===== config.mk =====
export PLATFORM = sky130hd
export DESIGN_NAME = imm_extend_pipe
export DESIGN_NICKNAME = d
export VERILOG_FILES = /design/src/rtl/imm_extend_pipe.sv
export SDC_FILE = /design/constraint.sdc
export NUM_CORES = 1
export LEC_CHECK = 0
export ABC_AREA = 1
export BUFFER_PORTS_ARGS = -buffer_cell sky130_fd_sc_hd__buf_2
export CORE_ASPECT_RATIO = 0.5
export CORE_UTILIZATION = 35
export CTS_CLUSTER_SIZE = 10
export DETAILED_ROUTE_END_ITERATION = 6
export HOLD_SLACK_MARGIN = 0.12
export PLACE_DENSITY = 0.58
export SETUP_SLACK_MARGIN = 0.4
export SYNTH_ARGS = -nofsm -noshare
export SYNTH_HDL_FRONTEND = slang
export SYNTH_SLANG_ARGS = --single-unit

===== constraint.sdc =====
create_clock -name clk -period 1.8 [get_ports clk]
set_clock_uncertainty 0.05 [all_clocks]
set_input_delay 0.27 -clock clk [delete_from_list [all_inputs] [get_ports clk]]
set_output_delay 0.27 -clock clk [all_outputs]
set_load 0.005 [all_outputs]

===== src/rtl/imm_extend_pipe.sv =====
// Registered RV immediate generator for the ID->EX boundary: decodes all base
// immediate formats plus CSR zimm, and carries the result through a 2-entry skid buffer.
module imm_extend_pipe #(
  parameter int XLEN  = 32,
  parameter int TAG_W = 32
) (
  input  logic             clk,
  input  logic             rst,
  input  logic             flush,
  input  logic             in_valid,
  output logic             in_ready,
  input  logic [24:0]      inst,
  input  logic [2:0]       imm_type,
  input  logic [TAG_W-1:0] in_tag,
  output logic             out_valid,
  input  logic             out_ready,
  output logic [XLEN-1:0]  out_imm,
  output logic [TAG_W-1:0] out_tag,
  output logic             out_illegal
);

  if (XLEN != 32 && XLEN != 64) begin : g_xlen_check
    $error("imm_extend_pipe: XLEN must be 32 or 64");
  end

  localparam logic [2:0] T_R   = 3'd0;
  localparam logic [2:0] T_I   = 3'd1;
  localparam logic [2:0] T_S   = 3'd2;
  localparam logic [2:0] T_B   = 3'd3;
  localparam logic [2:0] T_U   = 3'd4;
  localparam logic [2:0] T_J   = 3'd5;
  localparam logic [2:0] T_Z   = 3'd6;
  localparam logic [2:0] T_INV = 3'd7;

  typedef struct packed {
    logic [XLEN-1:0]  imm;
    logic [TAG_W-1:0] tag;
    logic             illegal;
    logic             valid;
  } entry_t;

  // inst holds instruction bits [31:7], so full-instruction bit k is inst[k-7].
  function automatic logic [XLEN-1:0] decode_imm(input logic [24:0] ib, input logic [2:0] t);
    logic [31:0] imm32;
    case (t)
      T_R:     imm32 = 32'd0;
      T_I:     imm32 = {{20{ib[24]}}, ib[24:13]};
      T_S:     imm32 = {{20{ib[24]}}, ib[24:18], ib[4:0]};
      T_B:     imm32 = {{19{ib[24]}}, ib[24], ib[0], ib[23:18], ib[4:1], 1'b0};
      T_U:     imm32 = {ib[24:5], 12'h000};
      T_J:     imm32 = {{11{ib[24]}}, ib[24], ib[12:5], ib[13], ib[23:14], 1'b0};
      T_Z:     imm32 = {27'd0, ib[12:8]};
      default: imm32 = 32'd0;
    endcase
    return XLEN'({{32{imm32[31]}}, imm32});
  endfunction

  entry_t e0_q, e0_d;
  entry_t e1_q, e1_d;
  logic   in_ready_q, in_ready_d;
  logic   pop;
  logic   accept;
  entry_t new_entry;

  // Skid-buffer next state: flush wins, then refill/shift in FIFO order.
  always_comb begin
    pop               = e0_q.valid && out_ready;
    accept            = in_valid && in_ready_q && !flush;
    new_entry.imm     = decode_imm(inst, imm_type);
    new_entry.tag     = in_tag;
    new_entry.illegal = (imm_type == T_INV);
    new_entry.valid   = 1'b1;
    e0_d              = e0_q;
    e1_d              = e1_q;
    if (flush) begin
      e0_d.valid = 1'b0;
      e1_d.valid = 1'b0;
    end else if (!e0_q.valid || (pop && !e1_q.valid)) begin
      if (accept) begin
        e0_d = new_entry;
      end else begin
        e0_d.valid = 1'b0;
      end
    end else if (pop) begin
      e0_d = e1_q;
      if (accept) begin
        e1_d = new_entry;
      end else begin
        e1_d.valid = 1'b0;
      end
    end else begin
      if (accept) begin
        e1_d = new_entry;
      end else begin
        e1_d = e1_q;
      end
    end
    in_ready_d = !e1_d.valid;
  end

  // State registers; in_ready stays low through the reset edge.
  always_ff @(posedge clk) begin
    if (rst) begin
      e0_q       <= '0;
      e1_q       <= '0;
      in_ready_q <= 1'b0;
    end else begin
      e0_q       <= e0_d;
      e1_q       <= e1_d;
      in_ready_q <= in_ready_d;
    end
  end

  assign in_ready    = in_ready_q;
  assign out_valid   = e0_q.valid;
  assign out_imm     = e0_q.imm;
  assign out_tag     = e0_q.tag;
  assign out_illegal = e0_q.illegal;

endmodule


==> Word level (Yosys, flattened, before mapping) <==
Cells that the tools add are included.
{ "totals": {"regBits": 133, "input_bits": 65} }
{ "op_classes": {"n_eq_ne": 8, "reduce_logical": 13, "n_mux": 9, "bitwise_logic": 2} }
{ "ops": {"columns": ["cell", "count"], "rows": [
  ["66-bit two-way mux", 4],
  ["32-bit case mux with 6 select lines", 1],
  ["65-bit two-way mux", 1],
  ["3-bit == test (second input constant)", 4],
  ["3-bit by 2-bit == test with 1-bit output (second input constant)", 2],
  ["3-bit AND reduction", 2],
  ["1-bit logical AND", 4],
  ["1-bit logical NOT", 4],
  ["3-bit by 1-bit == test with 1-bit output (second input constant)", 1],
  ["1-bit two-way mux", 3],
  ["2-bit != test (second input constant)", 1],
  ["1-bit inverter", 2],
  ["2-bit nonzero test", 1],
  ["2-bit OR reduction", 1],
  ["1-bit logical OR", 1]
]} }

==> Longest topological paths before layout <==
Gate-level depths: netlist of run 1.
{ "depth": {"ltp_word": 7, "mapped_depth": 9} }

==> Worst setup path before layout of run 1 <==
No wires, ideal clock.
{ "synth_path": {"kind": "reg-to-reg", "start": "register e0_q, in the netlist out_valid", "end": "register e0_q, in the netlist out_imm[11]", "n_path_buf": 2, "setup_time_ns": 0.117, "slack_ns": 0.493, "stages_incl_launch_ff": 8, "period_less_slack_ns": 1.307, "arrival_time_ns": 1.140, "path_cell_list": "dfxtp_1 > nand2_1 > nand3_1 > nand3_2 > buf_4 > buf_2 > nor2_1 > a21oi_1"} }
{ "synth_via": {"elab_chain_cells": 5} }
{ "synth_rtl": {"columns": ["element", "line", "text"], "rows": [
  ["start, declared", "58", "entry_t e0_q, e0_d;"],
  ["start signal, assigned", "104", "e0_q <= '0;"],
  ["start signal, assigned", "108", "e0_q <= e0_d;"],
  ["1-bit logical AND", "67", "pop = e0_q.valid && out_ready;"],
  ["1-bit logical AND", "78", "end else if (!e0_q.valid || (pop && !e1_q.valid)) begin"],
  ["1-bit logical OR", "78", null],
  ["2-bit != test (no line) / 2-bit nonzero test (equally long branches)", null, null],
  ["3-bit AND reduction (no line)", null, null]
]} }
Several ways; a longest one is shown, not always the timed one.
A chain may end at the register's enable or synchronous reset.

==> Final worst setup path of run 1 <==
{ "layout_path": {"start": "register e0_q, in the netlist out_valid", "end": "register e0_q, in the netlist out_imm[15]"} }
The elaborated chain is that of the path after synthesis.

==> results of run 1 <==
state kept, by name, indices dropped and copies added (netlist names):
name	flops
e1_q	66
out_imm	32
out_tag	32
in_ready	1
out_illegal	1
out_valid	1
power groups by stage:
| stage | logic (mW) | clock network, mW | registers [mW] |
|---|---|---|---|
| after floorplan | 0.383 | 0 | 3.13 |
| after global placement | 0.663 | 0 | 3.12 |
| after detailed placement | 0.671 | 0 | 3.12 |
| after CTS | 0.765 | 3.76 | 3.06 |
| after global routing | 0.886 | 3.89 | 3.06 |
| final | 0.782 | 3.66 | 3.06 |
metrics by stage:
stage               hold slack [ns]  power, mW
floorplan                     0.365       3.51
global placement              0.403       3.79
detailed placement            0.405       3.79
CTS                           0.123       7.59
global route                  0.178       7.84
finish                        0.139       7.50
final cells by class:
class,count,area [µm²],share of cell area
Tap cell,227,284,0.0346
Clock buffer,19,443,0.0540
Sequential cell,133,2670,0.326
Inverter,61,239,0.0291
Multi-Input combinational cell,691,2910,0.354
Timing Repair Buffer,198,1480,0.180
Clock inverter,12,179,0.0218
critical path, delay by kind of cell (launching register included):
kind / cells / cell delay [ns]
flip-flops: 1 / 0.39
AND/OR/NAND/NOR: 6 / 0.59
buffers and inverters: 2 / 0.24
path summary, 6_finish.rpt:
check                                  from           to  slack, ns  cells past startpoint
worst max-delay path              out_valid  out_imm[15]       0.41                      8
worst min-delay path              out_ready      e1_q[0]       0.14                      4
worst max register to register    out_valid  out_imm[15]       0.41                      8
worst min register to register  out_tag[18]  out_tag[18]       0.41                      2
routing by layer:
metal	share of wire	routed length [µm]	GRT usage	vias up
met4	0.0061	109	0.0732	0
met1	0.49	8630	0.262	2719
li1	-	-	-	3260
met2	0.46	8110	0.335	157
met5	0	0	0	-
met3	0.053	947	0.0338	6
cells in the final DEF, fill, tap and decap left out:
cell type	n
nand2_1	314
clkbuf_1	1
buf_2	131
o21ai_1	12
clkinv_4	2
clkbuf_16	20
dfxtp_1	130
buf_6	2
clkinv_2	2
inv_4	2
inv_2	2
nand2_4	1
clkbuf_8	1
buf_8	2
nand2_2	6
nand3_1	33
buf_16	3
a21oi_1	73
buf_12	7
nand4_1	3
inv_6	2
nand3_4	2
a21oi_2	2
clkinvlp_4	3
o21ai_0	64
buf_4	11
dlygate4sd3_1	39
dfxtp_4	2
bufinv_16	4
inv_1	56
dfxtp_2	1
nor2_2	2
o21ai_4	1
nor2_1	178
kinds of logic (layout without fill, tap and decap cells):
| group | after synthesis | after routing | share of synthesized area |
|---|---|---|---|
| flip-flops | 133 | 133 | 0.440 |
| AO/OA/AOI/OAI | 152 | 152 | 0.126 |
| AND/OR/NAND/NOR | 539 | 539 | 0.346 |
| buffers and inverters | 123 | 290 | 0.0877 |
timing repair:
item	4_1_cts	5_1_grt
hold buffers	39	0
gates cloned	2	3
buffers inserted	0	1
pin swaps	0	2
resized for setup	8	23
hold endpoints to repair	39	0
endpoints found under the setup margin	123	113
==> impl_metrics.csv, run 1 <==
group,metric,value,unit
status,status,"completed",
drt,drcViolationCount,0,
drt,wl,17800,µm
run,drv_cap,0,
clocking,numCtsBuffers,17,
global_route,overflow,0,
synth,syn_avg_cell_area,6.39,µm²
die,design.core.area,16600,µm²
final_layout,layout-drive-gt1-share,0.189,
drt,drtIter0Drc,284,
synth,yosysSeqAreaShare,0.440,
clocking,insertion_delay,0.41,ns
setup_path,max_stage_delay,0.39,ns
sta,rsz0062_at_grt,"yes",
sta,setup_violations,0,
synth,ys_async_sr_fraction,0,
final_layout,nFillCells,1654,
sta,fin_ws,0.410,ns
placed_design,gp_congestion,0.805,
synth,yosysWarningCount,0,
synth,synth_seq_cells,133,
synth,synth_area,6050,µm²
final_layout,fin_nets,1167,
setup_path,cpMaxStageDelayCell,"dfxtp_4",
global_route,grt_max_degree,53,
drt,antenna_left,0,
setup_path,worstSetupEndpointType,"register",
drt,first_pass_iters,5,
drt,vias,6142,
worst_hold_path,min_path_type,"in2reg",
sta,worst_pin_slew,0.348,ns
pwr,ir_drop,722,µV
synth,ys_top_cells_by_area,"dfxtp_1 (44%), nand2_1 (20%), nor2_1 (11%)",
die,dieArea,17800,µm²
setup_path,crit_required,2.05,ns
placed_design,dp_hpwl,10900,µm
pwr,p_sw_frac,0.238,
final_layout,finalNonFillerCells,1341,
placed_design,place_ws,0.234,ns
synth,yosys-top-cells-count,"nand2_1 (317), nor2_1 (178), dfxtp_1 (133)",
global_route,antenna_found_initial,0,
setup_path,path_max_fanout,27,
die,die_h,95.0,µm
die,std_cell_rows,33,
final_layout,fin_area,8200,µm²
drt,routed_via_density,4.58,
sta,report.final.slew_viol_count,0,
sta,relSlewSlack,0.768,
placed_design,io_buffers,131,
global_route,grt_pass1_vias,5652,
clocking,clk_pin_slew_worst_paths,0.05,ns
pwr,p_int,5.71,mW
placed_design,place_area,6980,µm²
placed_design,placed_cells_incl_taps,1265,
drt,wl_per_cell,13.3,µm
synth,synth.most_common_cell,"nand2_1",
setup_path,critPathArrivalTime,1.64,ns
clocking,h-tree-depth,4,
final_layout,syn_to_final_growth,35.6,%
synth,synth_flop_cell,"dfxtp_1",
sta,period_share,0.772,
synth,synthDistinctLibCells,21,
clocking,cts.sinks,133,
pwr,leakage,3.91,nW
setup_path,worstSetupPathType,"reg2reg",
synth,syn_nets,1012,
die,start_util,0.363,
synth,synth_edf_count,0,
sta,setup_tns,0,ns
global_route,grt_usage,0.200,
final_layout,num_antenna_cells,0,
pwr,p_switching,1.78,mW
final_layout,final_util,0.493,
pwr,clock_power_share,0.488,
sta,fin_crit,1.39,ns
pwr,p_per_area,914,nW/µm²
setup_path,crit_chain,"nand2_4 > nand3_4 > nand3_4 > buf_16 > nor2_1 > nand2_1 > nand2_1 > inv_1",
synth,synthDominantCellAreaShare,0.440,
pwr,power_frac_seq,0.408,
die,fp.dieW,188,µm
clocking,cts_tree,"built",
clocking,cts_buffer_depth,2,
synth,yosys.area.top_type,"dfxtp_1",
setup_path,start_kind,"register",
die,ioPinCount,132,
sta,fmax,719,MHz
pwr,pwr-share-comb,0.104,
synth,syn_inst,947,
global_route,grt_pass1_wl,28100,µm
sta,hold_viol_final,0,
clocking,root_buffer,"clkbuf_16",
Power figures use the tool's default switching activity.
==> inputs of run 2 (changes only) <==
--- a/config.mk
+++ b/config.mk
@@ -5,14 +5,14 @@
 export SDC_FILE = /design/constraint.sdc
 export NUM_CORES = 1
 export LEC_CHECK = 0
-export ABC_AREA = 1
+export ABC_AREA = 0
 export BUFFER_PORTS_ARGS = -buffer_cell sky130_fd_sc_hd__buf_2
 export CORE_ASPECT_RATIO = 0.5
 export CORE_UTILIZATION = 35
 export CTS_CLUSTER_SIZE = 10
 export DETAILED_ROUTE_END_ITERATION = 6
 export HOLD_SLACK_MARGIN = 0.12
-export PLACE_DENSITY = 0.58
+export PLACE_DENSITY = 0.59
 export SETUP_SLACK_MARGIN = 0.4
 export SYNTH_ARGS = -nofsm -noshare
 export SYNTH_HDL_FRONTEND = slang
==> constraint.sdc (replaced) <==
create_clock -name clk -period 1.3 [get_ports clk]
set_clock_uncertainty 0.05 [all_clocks]
set_input_delay 0.195 -clock clk [delete_from_list [all_inputs] [get_ports clk]]
set_output_delay 0.195 -clock clk [all_outputs]
set_load 0.005 [all_outputs]
==> impl_metrics.csv, run 2 <==
group,metric,value,unit
sta,report.final.slew_viol_count,0,
final_layout,regArea,2750,µm²
setup_path,worstSetupPathType,"reg2reg",
final_layout,regMostFlops,"e1_q",
synth,synth_seq_cells,133,
sta,fin_crit,1.64,ns
drt,first_pass_iters,5,
setup_path,cpMaxStageDelayCell,"or4_4",
worst_hold_path,hp-start,"inst[11]",
synth,synthDistinctLibCells,37,
final_layout,syn_to_final_growth,67.9,%
drt,wl,20800,µm
drt,antenna_left,0,
setup_path,start_kind,"register",
setup_path,r2r_setup_slack,-0.34,ns
final_layout,largest_reg_flops,66,
placed_design,place_ws,-0.402,ns
worst_hold_path,holdPathEnd,"out_imm[18]",
drt,routed_via_density,5.33,
clocking,cts_hold_buffers,44,
setup_path,path_buf_inv,1,
setup_path,r2r_start,"in_ready",
setup_path,r2r_cells,5,
sta,rsz0062_at_grt,"yes",
pwr,leakage,3.79,nW
status,status,"finished, violations left",
clocking,cts_buffer_depth,2,
final_layout,final_util,0.612,
sta,fin_ws,-0.337,ns
worst_hold_path,min_path_type,"in2reg",
sta,setup_tns,-35.09,ns
final_layout,multi_input_area,3370,µm²
final_layout,nFillCells,1308,
clocking,root_buffer,"clkbuf_16",
setup_path,path_max_fanout,26,
sta,holdWs,0.0794,ns
die,fp.dieW,183,µm
pwr,power,10.4,mW
placed_design,io_buffers,131,
synth,synth_area,5700,µm²
setup_path,timing.rr.end,"e1_q[58]",
clocking,cts.sinks,133,
sta,period_share,1.26,
synth,syn_inst,721,
die,die_h,92.3,µm
clocking,clk_pin_slew_worst_paths,0.06,ns
synth,yosysSeqAreaShare,0.467,
sta,relSlewSlack,0.0365,
final_layout,num_antenna_cells,0,
final_layout,fin_nets,1011,
pwr,p_per_area,1090,nW/µm²
global_route,antenna_found_initial,0,
synth,ys_top_cells_by_area,"dfxtp_1 (47%), nand2_1 (8.5%), a21oi_1 (7.8%)",
final_layout,layout-drive-gt1-share,0.488,
clocking,insertion_delay,0.42,ns
run,drv_cap,0,
placed_design,dp_hpwl,11500,µm
pwr,ir_drop,1060,µV
drt,vias,6294,
synth,synth_flop_cell,"dfxtp_1",
clocking,numCtsBuffers,17,
setup_path,cp-startpoint,"in_ready",
die,design.core.area,15700,µm²
die,start_util,0.364,
die,dieArea,16800,µm²
die,std_cell_rows,32,
synth,yosysWarningCount,0,
setup_path,crit_chain,"nand2_4 > or4_4 > buf_12 > nor3_2 > nor3_1",
setup_path,worstSetupEndpointType,"register",
synth,yosys-top-cells-count,"dfxtp_1 (133), nand2_1 (129), a21oi_1 (89)",
sta,worst_pin_slew,1.44,ns
synth,ys_async_sr_fraction,0,
sta,fmax,611,MHz
setup_path,crit_family,"simple AND/OR/NAND/NOR gates",
synth,syn_nets,786,
clocking,h-tree-depth,4,
setup_path,crit_required,1.55,ns
synth,synthDominantCellAreaShare,0.467,
placed_design,gp_congestion,0.842,
synth,synth_edf_count,0,
global_route,grt_max_degree,71,
drt,drcViolationCount,0,
clocking,cts_tree,"built",
sta,hold_viol_final,0,
status,violations,"setup timing",
drt,wl_per_cell,17.6,µm
die,ioPinCount,132,
setup_path,critPathArrivalTime,1.88,ns
setup_path,max_stage_delay,0.58,ns
worst_hold_path,whs_path_depth,3,
final_layout,final_cell_mix,"nand2_1 (114), buf_2 (114), dfxtp_1 (67), dfxtp_2 (64), nor2_1 (52)",
synth,syn_avg_cell_area,7.91,µm²
sta,setup_violations,132,
global_route,grt_pass1_wl,29200,µm
global_route,overflow,0,
global_route,grt_usage,0.220,
global_route,grt_pass1_vias,5693,
drt,drtIter0Drc,374,
synth,yosys.area.top_type,"dfxtp_1",
synth,synth.most_common_cell,"dfxtp_1",
==> run 2: metrics by stage <==
step,area [µm²],instances
final,9580,1180
after global routing,9580,1180
after CTS,8470,1154
after detailed placement,7090,1067
after global placement,7090,1067
after floorplan,5920,721
==> run 2: power breakdown <==
| group | leakage, nW | total (mW) | internal (mW) | switching, mW |
|---|---|---|---|---|
| logic | 2.40 | 1.36 | 0.660 | 0.697 |
| clock network | 0.277 | 4.81 | 2.84 | 1.96 |
| registers | 1.11 | 4.25 | 4.19 | 0.0617 |
==> run 2: cells by family after synthesis <==
family	synth area share
simple gates	0.239
buf+inv	0.0614
compound gates	0.229
flops	0.467
mux	0.00351
==> run 2: what timing repair did <==
item                                   in CTS  in global routing
setup buffers                               7                 13
pin swaps                                   5                 74
resized for setup                          51                201
cloned                                      4                 13
endpoints found under the hold margin      87                  2
setup endpoints to repair                 200                200
==> run 2: worst max-delay path by stage <==
stage	end	slack, ns	depth (start not counted)
final	e1_q[58]	-0.34	5
after global routing	e1_q[6]	-0.40	7
after CTS	e1_q[55]	-0.31	5
after detailed placement	out_imm[29]	-0.40	5
after global placement	out_imm[29]	-0.38	5
after floorplan	e1_q[51]	-0.28	6
==> run 2: worst min-delay path: cells and delay by family <==
kind                   cells  cell delay (ns)
AOI/OAI and AO/OA          2             0.19
buffers and inverters      1             0.12
==> run 2: layout make-up <==
type | instances | share of cell area
Timing Repair Buffer | 273 | 0.266
Tap cell | 221 | 0.0289
Sequential cell | 133 | 0.287
Clock buffer | 18 | 0.0448
Clock inverter | 14 | 0.0161
Multi-Input combinational cell | 510 | 0.352
Inverter | 11 | 0.00497
==> run 2: layer usage <==
| metal | global-route usage | vias up | share of wire |
|---|---|---|---|
| li1 | - | 2989 | - |
| met1 | 0.289 | 3055 | 0.46 |
| met2 | 0.360 | 224 | 0.47 |
| met3 | 0.0469 | 26 | 0.058 |
| met4 | 0.0735 | 0 | 0.013 |
| met5 | 0 | - | 0 |
==> inputs of run 3 (changes only) <==
==> constraint.sdc (replaced) <==
create_clock -name clk -period 1.8 [get_ports clk]
set_clock_uncertainty 0.05 [all_clocks]
set_input_delay 0.27 -clock clk [delete_from_list [all_inputs] [get_ports clk]]
set_output_delay 0.27 -clock clk [all_outputs]
set_load 0.005 [all_outputs]
==> impl_metrics.csv, run 3 (synthesis results as in run 2) <==
group,metric,value,unit
status,status,"completed",
setup_path,crit_chain,"nor2b_4 > or4_4 > buf_12 > clkbuf_16 > a211oi_2",
die,design.core.area,15700,µm²
clocking,cts.sinks,133,
die,fp.dieW,183,µm
final_layout,final_cell_mix,"dfxtp_1 (130), buf_2 (130), nand2_1 (107), a21oi_1 (63), nor2_1 (56)",
sta,rsz0062_at_grt,"yes",
setup_path,path_max_fanout,11,
pwr,leakage,3.74,nW
setup_path,start_kind,"register",
drt,first_pass_iters,5,
final_layout,syn_to_final_growth,65.3,%
pwr,ir_drop,720,µV
final_layout,regMostFlops,"e1_q",
sta,report.final.slew_viol_count,0,
setup_path,worstSetupPathType,"reg2reg",
drt,antenna_left,0,
setup_path,crit_required,2.08,ns
pwr,p_per_area,816,nW/µm²
sta,hold_viol_final,0,
die,die_h,92.3,µm
drt,vias,6212,
die,start_util,0.364,
placed_design,gp_congestion,0.785,
die,ioPinCount,132,
global_route,antenna_found_initial,0,
run,drv_cap,0,
clocking,cts_tree,"built",
final_layout,fin_area,9430,µm²
placed_design,place_area,6810,µm²
final_layout,num_antenna_cells,0,
drt,drcViolationCount,0,
sta,period_share,0.957,
setup_path,crit_family,"simple AND/OR/NAND/NOR gates",
die,std_cell_rows,32,
final_layout,largest_reg_flops,66,
drt,routed_via_density,5.32,
global_route,grt_pass1_vias,5624,
worst_hold_path,min_path_type,"in2reg",
drt,drtIter0Drc,410,
setup_path,path_buf_inv,2,
sta,setup_violations,0,
setup_path,max_stage_delay,0.62,ns
clocking,numCtsBuffers,17,
sta,fmax,581,MHz
global_route,overflow,0,
drt,wl_per_cell,17.7,µm
final_layout,layout-drive-gt1-share,0.391,
clocking,cts_buffer_depth,2,
placed_design,dp_hpwl,10700,µm
final_layout,fin_nets,999,
sta,relSlewSlack,0.282,
setup_path,critPathArrivalTime,2.00,ns
global_route,grt_pass1_wl,29800,µm
setup_path,cpMaxStageDelayCell,"or4_4",
clocking,insertion_delay,0.41,ns
clocking,root_buffer,"clkbuf_16",
sta,worst_pin_slew,1.07,ns
final_layout,final_util,0.602,
setup_path,worstSetupEndpointType,"register",
drt,wl,20700,µm
global_route,grt_max_degree,48,
clocking,h-tree-depth,4,
die,dieArea,16800,µm²
placed_design,io_buffers,131,
clocking,clk_pin_slew_worst_paths,0.06,ns
global_route,grt_usage,0.229,
sta,fin_crit,1.72,ns
run 3: final cells by class:
type	count	area, µm²
fill	1334	6230
clock buffer	19	453
clock inverter	13	179
multi-input combinational	511	3330
inverter	11	46.3
sequential	133	2670
timing repair buffer	260	2470
tap	221	277
run 3: worst paths after layout:
path,startpoint,slack [ns],depth (start not counted),end
max,e1_q[0],0.08,5,e1_q[62]
min,inst[10],0.14,3,e1_q[51]
max reg2reg,e1_q[0],0.08,5,e1_q[62]
min reg2reg,out_imm[24],0.40,2,out_imm[24]
run 3: worst register-to-register path, delay by kind of cell, from the launching register on:
kind                   cells  cell delay, ns
AND/OR/NAND/NOR            2            0.66
flip-flops                 1            0.37
buffers and inverters      2            0.36
AO/OA/AOI/OAI              1            0.19
run 3: per-stage QoR:
| stage | instances | worst slack (ns) | hold slack, ns | TNS (ns) | power, mW |
|---|---|---|---|---|---|
| finish | 1168 | 0.0776 | 0.135 | 0 | 7.69 |
| global route | 1168 | 0.0492 | 0.152 | 0 | 7.95 |
| CTS | 1147 | 0.141 | 0.126 | 0 | 7.61 |
| detailed placement | 1038 | -0.0625 | 0.394 | -0.466 | 3.74 |
| global placement | 1038 | -0.0192 | 0.388 | -0.0916 | 3.74 |
| floorplan | 721 | 0.218 | 0.291 | 0 | 3.46 |
run 3: metal layers:
layer	part of all wire	up-vias	wire length, µm	track usage
met2	0.47	223	9660	0.373
met5	0	-	0	0
met1	0.46	2978	9530	0.309
li1	-	2978	-	-
met3	0.055	33	1140	0.0389
met4	0.019	0	396	0.0700
run 3: report_power, final:
group / switching [mW] / internal (mW)
Sequential: 0.0406 / 3.01
Clock: 1.36 / 2.39
Combinational: 0.472 / 0.421
run 3: what timing repair did:
item                       CTS  global route
pin swaps                   14            45
resized for setup           44           122
hold buffers                40             0
gates cloned                13            13
hold endpoints to repair    75             0
setup buffers               24             8
setup endpoints to repair  131           131
